===== src/rtl/audio_env_volume_if.sv =====
// Sample, envelope-control and volume signals between the note generator side and the
// envelope/volume stage.
interface audio_env_volume_if;
  logic               gate;
  logic               retrig;
  logic               vol_up;
  logic               vol_down;
  logic signed [15:0] audio_in_left;
  logic signed [15:0] audio_in_right;
  logic signed [15:0] audio_out_left;
  logic signed [15:0] audio_out_right;
  logic               out_valid;
  logic               sample_tick;
  logic [2:0]         volume;
  logic [1:0]         env_state;

  modport master (
    output gate, retrig, vol_up, vol_down, audio_in_left, audio_in_right,
    input  audio_out_left, audio_out_right, out_valid, sample_tick, volume, env_state
  );

  modport slave (
    input  gate, retrig, vol_up, vol_down, audio_in_left, audio_in_right,
    output audio_out_left, audio_out_right, out_valid, sample_tick, volume, env_state
  );
endinterface


===== src/rtl/audio_env_volume.sv =====
// Attack/sustain/release envelope plus 8-level volume shift on 16-bit stereo samples,
// with a self-generated sample-rate strobe and a two-stage output pipeline.
module audio_env_volume #(
  parameter int SAMPLE_DIV   = 512,
  parameter int ATTACK_STEP  = 16,
  parameter int RELEASE_STEP = 8,
  parameter int VOL_INIT     = 4
) (
  input logic               clk,
  input logic               rst,
  audio_env_volume_if.slave bus
);

  typedef enum logic [1:0] {
    IDLE    = 2'd0,
    ATTACK  = 2'd1,
    SUSTAIN = 2'd2,
    RELEASE = 2'd3
  } env_state_t;

  localparam int         CW    = $clog2(SAMPLE_DIV);
  localparam logic [8:0] ATK   = 9'(ATTACK_STEP);
  localparam logic [8:0] REL   = 9'(RELEASE_STEP);
  localparam logic [8:0] UNITY = 9'd256;

  logic [CW-1:0] cnt_q;
  logic          tick;
  logic          trig_q;
  logic          trig;
  logic [8:0]    env_q, env_d;
  logic [9:0]    env_sum;
  logic [8:0]    env_up, env_dn;
  env_state_t    state_q, state_d;
  logic [2:0]    vol_q;

  logic signed [25:0] prod_l, prod_r;
  logic signed [15:0] p_l_q, p_r_q;
  logic               v1_q;
  logic [2:0]         shamt;
  logic signed [15:0] sh_l, sh_r;
  logic signed [15:0] out_l_q, out_r_q;
  logic               out_valid_q;

  assign tick = (cnt_q == CW'(SAMPLE_DIV - 1));

  always_ff @(posedge clk) begin
    if (!rst)      cnt_q <= '0;
    else if (tick) cnt_q <= '0;
    else           cnt_q <= cnt_q + 1'b1;
  end

  // A retrig in the tick cycle itself is seen directly, so it is consumed by that tick.
  assign trig = trig_q | bus.retrig;

  always_ff @(posedge clk) begin
    if (!rst)            trig_q <= 1'b0;
    else if (tick)       trig_q <= 1'b0;
    else if (bus.retrig) trig_q <= 1'b1;
  end

  assign env_sum = {1'b0, env_q} + {1'b0, ATK};
  assign env_up  = (env_sum > {1'b0, UNITY}) ? UNITY : env_sum[8:0];
  assign env_dn  = (env_q > REL) ? (env_q - REL) : '0;

  always_ff @(posedge clk) begin
    if (!rst) begin
      state_q <= IDLE;
      env_q   <= '0;
    end else begin
      state_q <= state_d;
      env_q   <= env_d;
    end
  end

  always_comb begin
    state_d = state_q;
    env_d   = env_q;
    if (tick) begin
      unique case (state_q)
        IDLE: begin
          if (bus.gate || trig) begin
            state_d = ATTACK;
            env_d   = env_up;
          end
        end
        ATTACK: begin
          if (!bus.gate) begin
            state_d = RELEASE;
            env_d   = env_dn;
          end else begin
            env_d = env_up;
            if (env_up == UNITY) state_d = SUSTAIN;
          end
        end
        SUSTAIN: begin
          if (!bus.gate) begin
            state_d = RELEASE;
            env_d   = env_dn;
          end else if (trig) begin
            state_d = ATTACK;
          end
        end
        RELEASE: begin
          if (bus.gate || trig) begin
            state_d = ATTACK;
            env_d   = env_up;
          end else begin
            env_d = env_dn;
            if (env_dn == '0) state_d = IDLE;
          end
        end
      endcase
    end
  end

  always_ff @(posedge clk) begin
    if (!rst) begin
      vol_q <= 3'(VOL_INIT);
    end else if (bus.vol_up && !bus.vol_down && vol_q != 3'd7) begin
      vol_q <= vol_q + 3'd1;
    end else if (bus.vol_down && !bus.vol_up && vol_q != 3'd0) begin
      vol_q <= vol_q - 3'd1;
    end
  end

  // env is unsigned 0..256; zero-extend it so the product stays signed and exact.
  assign prod_l = $signed({{10{bus.audio_in_left[15]}}, bus.audio_in_left})   * $signed({17'd0, env_q});
  assign prod_r = $signed({{10{bus.audio_in_right[15]}}, bus.audio_in_right}) * $signed({17'd0, env_q});

  always_ff @(posedge clk) begin
    if (!rst) begin
      p_l_q <= '0;
      p_r_q <= '0;
      v1_q  <= 1'b0;
    end else begin
      v1_q <= tick;
      if (tick) begin
        p_l_q <= 16'(prod_l >>> 8);
        p_r_q <= 16'(prod_r >>> 8);
      end
    end
  end

  assign shamt = 3'd7 - vol_q;
  assign sh_l  = p_l_q >>> shamt;
  assign sh_r  = p_r_q >>> shamt;

  always_ff @(posedge clk) begin
    if (!rst) begin
      out_l_q     <= '0;
      out_r_q     <= '0;
      out_valid_q <= 1'b0;
    end else begin
      out_valid_q <= v1_q;
      if (v1_q) begin
        out_l_q <= (vol_q == 3'd0) ? '0 : sh_l;
        out_r_q <= (vol_q == 3'd0) ? '0 : sh_r;
      end
    end
  end

  assign bus.audio_out_left  = out_l_q;
  assign bus.audio_out_right = out_r_q;
  assign bus.out_valid       = out_valid_q;
  assign bus.sample_tick     = tick;
  assign bus.volume          = vol_q;
  assign bus.env_state       = state_q;

endmodule


===== src/flat_wrapper.sv =====
// flat-port wrapper written by rule: the top's interface ports become plain ports
module audio_env_volume_flat 
#(
  parameter int SAMPLE_DIV   = 512,
  parameter int ATTACK_STEP  = 16,
  parameter int RELEASE_STEP = 8,
  parameter int VOL_INIT     = 4
)
  (clk, rst, bus_gate, bus_retrig, bus_vol_up, bus_vol_down, bus_audio_in_left, bus_audio_in_right, bus_audio_out_left, bus_audio_out_right, bus_out_valid, bus_sample_tick, bus_volume, bus_env_state);
  audio_env_volume_if bus_i ();
  input logic clk;
  input logic rst;
  input wire logic [$bits(bus_i.gate)-1:0] bus_gate;
  input wire logic [$bits(bus_i.retrig)-1:0] bus_retrig;
  input wire logic [$bits(bus_i.vol_up)-1:0] bus_vol_up;
  input wire logic [$bits(bus_i.vol_down)-1:0] bus_vol_down;
  input wire logic [$bits(bus_i.audio_in_left)-1:0] bus_audio_in_left;
  input wire logic [$bits(bus_i.audio_in_right)-1:0] bus_audio_in_right;
  output wire logic [$bits(bus_i.audio_out_left)-1:0] bus_audio_out_left;
  output wire logic [$bits(bus_i.audio_out_right)-1:0] bus_audio_out_right;
  output wire logic [$bits(bus_i.out_valid)-1:0] bus_out_valid;
  output wire logic [$bits(bus_i.sample_tick)-1:0] bus_sample_tick;
  output wire logic [$bits(bus_i.volume)-1:0] bus_volume;
  output wire logic [$bits(bus_i.env_state)-1:0] bus_env_state;
  assign bus_i.gate = bus_gate;
  assign bus_i.retrig = bus_retrig;
  assign bus_i.vol_up = bus_vol_up;
  assign bus_i.vol_down = bus_vol_down;
  assign bus_i.audio_in_left = bus_audio_in_left;
  assign bus_i.audio_in_right = bus_audio_in_right;
  assign bus_audio_out_left = bus_i.audio_out_left;
  assign bus_audio_out_right = bus_i.audio_out_right;
  assign bus_out_valid = bus_i.out_valid;
  assign bus_sample_tick = bus_i.sample_tick;
  assign bus_volume = bus_i.volume;
  assign bus_env_state = bus_i.env_state;
  audio_env_volume #(.SAMPLE_DIV(SAMPLE_DIV), .ATTACK_STEP(ATTACK_STEP), .RELEASE_STEP(RELEASE_STEP), .VOL_INIT(VOL_INIT)) u_core (.clk(clk), .rst(rst), .bus(bus_i));
endmodule

===== config.mk =====
export PLATFORM = sky130hd
export DESIGN_NAME = audio_env_volume_flat
export DESIGN_NICKNAME = d
export VERILOG_FILES = /design/src/rtl/audio_env_volume_if.sv /design/src/rtl/audio_env_volume.sv /design/src/flat_wrapper.sv
export SDC_FILE = /design/constraint.sdc
export NUM_CORES = 1
export LEC_CHECK = 0
export CAP_MARGIN = 0
export CORE_AREA = 2 2 172 174
export CTS_BUF_LIST = sky130_fd_sc_hd__clkbuf_4
export CTS_CLUSTER_SIZE = 28
export DETAILED_ROUTE_END_ITERATION = 6
export DIE_AREA = 0 0 174 176
export DONT_BUFFER_PORTS = 1
export PLACE_DENSITY = 0.74
export RECOVER_POWER = 25
export SLEW_MARGIN = 0
export SYNTH_ARGS = -nofsm -noshare
export SYNTH_HDL_FRONTEND = slang
export SYNTH_SLANG_ARGS = --single-unit

===== constraint.sdc =====
create_clock -name clk -period 13.3 [get_ports clk]
set_input_delay 0.665 -clock clk [delete_from_list [all_inputs] [get_ports clk]]
set_output_delay 0.665 -clock clk [all_outputs]
set_load 0.05 [all_outputs]

==> impl_metrics.env <==
export IMPL_status="finished, violations left"
export IMPL_violations="capacitance limit, slew limit"
export IMPL_finalMaxSlewViolations=48
export IMPL_cts_sinks=90
export IMPL_timing_final_crit_share=0.472
export IMPL_cp_num_buf_inv=4
export IMPL_p_seq_frac=0.569
export IMPL_place_gp_congestion=0.854
export IMPL_critPathTopFamily="adder cells"
export IMPL_max_freq_mhz=159
export IMPL_endpoint_kind="register"
export IMPL_antenna_found_initial=1
export IMPL_post_dp_hpwl_microns=25100
export IMPL_drt_iter0_drc=513
export IMPL_setup_tns_ns=0
export IMPL_detail_route_wl_per_cell_microns=16.2
export IMPL_drtAntennaViolNets=0
export IMPL_syn_to_final_growth_pct=2.62
export IMPL_critPathKind="reg -> reg"
export IMPL_hp_class="in -> reg"
export IMPL_ir_drop_mv=0.0434
export IMPL_intPower_uw=353
export IMPL_finClkSkew_ns=0.0170
export IMPL_grt_total_usage=0.221
export IMPL_synth_distinct_cells=63
export IMPL_r2r_slack_ns=7.02
export IMPL_min_from="rst"
export IMPL_reg2reg_depth=19
export IMPL_clock_latency_ns=0.48
export IMPL_rsz0062_at_grt="no"
export IMPL_swShare=0.285
export IMPL_top_layer_used="met4"
export IMPL_start_util=0.500
export IMPL_numPortBuffers=0
export IMPL_required_ns=13.64
export IMPL_hold_path_depth=1
export IMPL_grt_pass1_wl_microns=55600
export IMPL_critPathMaxStageDelay_ns=0.60
export IMPL_die_height_microns=176
export IMPL_synth_edf_count=0
export IMPL_grt_pass1_vias=11400
export IMPL_post_route_drc_count=0
export IMPL_dieWidth_microns=174
export IMPL_cpMostUsedCell="fa_1"
export IMPL_cts_root_buf="clkbuf_4"
export IMPL_wl_met1_microns=13900
export IMPL_r2r_start="u_core.env_q[4]$_SDFFE_PN0P_"
export IMPL_syn_nets=2043
export IMPL_detail_route_first_pass_iterations=5
export IMPL_io_pins=77
export IMPL_cp_cell_sequence="buf_4 -> nand2_1 -> fa_1 -> fa_1 -> inv_1 -> fa_1 -> fa_1 -> inv_1 -> fa_1 -> inv_1 -> ha_1 -> a21o_1 -> a211oi_1 -> nor2_1 -> a211o_1 -> a31oi_1 -> o21ai_0 -> xnor2_1 -> o22ai_1"
export IMPL_worst_path_max_delay_cell="xnor2_1"
export IMPL_routed_wirelength_microns=32200
export IMPL_place_area_sq_mm=0.0145
export IMPL_layout_common_cells="inv_1 (287), fa_1 (229), nand2_1 (211)"
export IMPL_htreeDepth=3
export IMPL_finalSetupViolations=0
export IMPL_cp_depth=19
export IMPL_final_area_sq_mm=0.0146
export IMPL_path_max_fanout=37
export IMPL_ys_ff_latch=90
export IMPL_numCtsBuffers=9
export IMPL_combinationalPowerShare=0.100
export IMPL_postCtsHoldBufs=0
export IMPL_synth_avg_cell_area_sq_um=8.55
export IMPL_final_hold_viol_count=0
export IMPL_p_sw_uw=141
export IMPL_grt_max_degree=56
export IMPL_async_flop_share=0
export IMPL_relSlewSlack=-1.19
export IMPL_ys_flop_type="dfxtp_1"
export IMPL_hold_path_end="u_core.bus.audio_out_left[1]$_SDFFE_PN0P_"
export IMPL_cp_data_arrival_time_ns=6.62
export IMPL_fin_crit_ns=6.28
export IMPL_power_frac_clock=0.331
export IMPL_vias=10800
export IMPL_cts_resized=0
export IMPL_met2WireLength_microns=15500
export IMPL_coreArea_sq_mm=0.0285
export IMPL_worst_pin_slew_ns=3.28
export IMPL_cts_setup_buffers=0
export IMPL_syn_inst=1669
export IMPL_ys_warn_count=0
export IMPL_grt_ovfl_total=0
export IMPL_layout_commonest_cell="inv_1"
export IMPL_cts_clk_slew_worst_paths_ns=0.16
export IMPL_cp_startpoint="u_core.env_q[4]$_SDFFE_PN0P_"
export IMPL_num_rows=62
export IMPL_drive_above_1_share=0.0318
export IMPL_r2r_end="u_core.p_l_q[15]$_SDFFE_PN0P_"
export IMPL_leakage_nw=7.29
export IMPL_startpoint_type="register"
export IMPL_cts_tree="built"
export IMPL_maxCapViolations=1
export IMPL_wl_met3_microns=2150
export IMPL_vias_per_cell=5.45
export IMPL_cts_buffer_depth=2
export IMPL_ys_seq_area_frac=0.126
export IMPL_nets=1971
export IMPL_netlist_area_sq_mm=0.0143
export IMPL_die_area_sq_mm=0.0306
export IMPL_power_density_mw_per_mm2=33.8
==> routing by layer <==
layer	global-route usage	vias up
met5	0	-
met4	0.0578	0
met3	0.0392	50
met2	0.385	326
met1	0.286	5390
li1	-	5060
==> worst max-delay path by stage <==
stage,to
floorplan,u_core.p_r_q[13]$_SDFFE_PN0P_
global placement,u_core.p_l_q[15]$_SDFFE_PN0P_
detailed placement,u_core.p_l_q[15]$_SDFFE_PN0P_
CTS,u_core.p_l_q[15]$_SDFFE_PN0P_
global route,u_core.p_l_q[15]$_SDFFE_PN0P_
finish,u_core.p_l_q[15]$_SDFFE_PN0P_
==> worst reg2reg max path, delay by kind of cell (launching register included) <==
family / cells / cell delay, ns
flops: 1 / 0.41
buf+inv: 4 / 0.56
xor+xnor: 1 / 0.60
fa+ha+maj: 6 / 2.83
compound gates: 6 / 1.46
simple gates: 2 / 0.28
==> cells by family after synthesis <==
family                     synth area share
and+or+nand+nor                       0.185
buffers and inverters                 0.101
adders and majority gates             0.415
AOI/OAI and AO/OA                    0.0955
DFF                                   0.126
muxes                                0.0435
xor gates and xnor gates             0.0331
==> registers in the layout, summed over array words and instances (netlist names) <==
name	count
u_core.bus.audio_out_left	16
u_core.bus.audio_out_right	16
u_core.p_l_q	16
u_core.p_r_q	16
u_core.cnt_q	9
u_core.env_q	9
u_core.bus.volume	3
u_core.bus.env_state	2
u_core.bus.out_valid	1
u_core.trig_q	1
u_core.v1_q	1
==> through the flow <==
step | std cells | utilization | hold slack (ns) | setup slack [ns] | power [mW]
2_1_floorplan | 1669 | - | 0.418 | 7.69 | 0.336
3_5_place_dp | 1970 | 0.508 | 0.436 | 7.16 | 0.335
4_1_cts | 1986 | 0.513 | 0.282 | 7.16 | 0.493
6_report | 1987 | 0.513 | 0.298 | 7.02 | 0.494
3_3_place_gp | 1970 | 0.508 | 0.427 | 7.34 | 0.334
5_1_grt | 1987 | 0.513 | 0.290 | 6.77 | 0.510
==> layout make-up <==
cell class                 count  area, sq um
inverter                     287         1080
antenna                        1         2.50
fill                        2692        13900
clock inverter                 7         77.6
multi-input combinational   1196        11000
sequential                    90         1800
tap                          384          480
clock buffer                   9         67.6
timing repair buffer          13         93.8
==> power groups by stage <==
stage	clock [mW]	sequential, mW	combinational [mW]
3_3_place_gp	0	0.287	0.0470
6_report	0.163	0.281	0.0497
4_1_cts	0.164	0.281	0.0478
3_5_place_dp	0	0.287	0.0476
5_1_grt	0.174	0.282	0.0547
2_1_floorplan	0	0.284	0.0521
==> synthesized netlist by cell type (3+ instances only) <==
cell | instances | area, sq um
mux2i_1 | 44 | 440
o2bb2ai_1 | 3 | 26.3
and3_1 | 8 | 50.1
o21ai_0 | 49 | 245
a31oi_1 | 6 | 37.5
o211a_1 | 5 | 50.1
o31ai_1 | 3 | 22.5
nor3_1 | 12 | 60.1
and2_1 | 145 | 907
a21boi_0 | 3 | 22.5
a21o_1 | 8 | 60.1
xor2_1 | 25 | 219
xnor2_1 | 29 | 254
dfxtp_1 | 90 | 1800
o2111ai_1 | 3 | 26.3
nor4_1 | 3 | 18.8
clkbuf_1 | 71 | 267
or3_1 | 4 | 25.0
o21a_1 | 6 | 45.0
nand3_1 | 16 | 80.1
mux2_2 | 6 | 67.6
buf_1 | 20 | 75.1
nor2_1 | 67 | 251
nand4_1 | 6 | 37.5
nor3b_1 | 5 | 37.5
fa_1 | 229 | 4580
mux4_2 | 5 | 113
nor2b_1 | 43 | 269
nand2_1 | 211 | 792
buf_2 | 5 | 25.0
ha_1 | 107 | 1340
nand2b_1 | 7 | 43.8
o21bai_1 | 4 | 30.0
a21oi_1 | 89 | 445
a211oi_1 | 7 | 52.6
inv_1 | 287 | 1080
(Power assumes the default switching activity.)
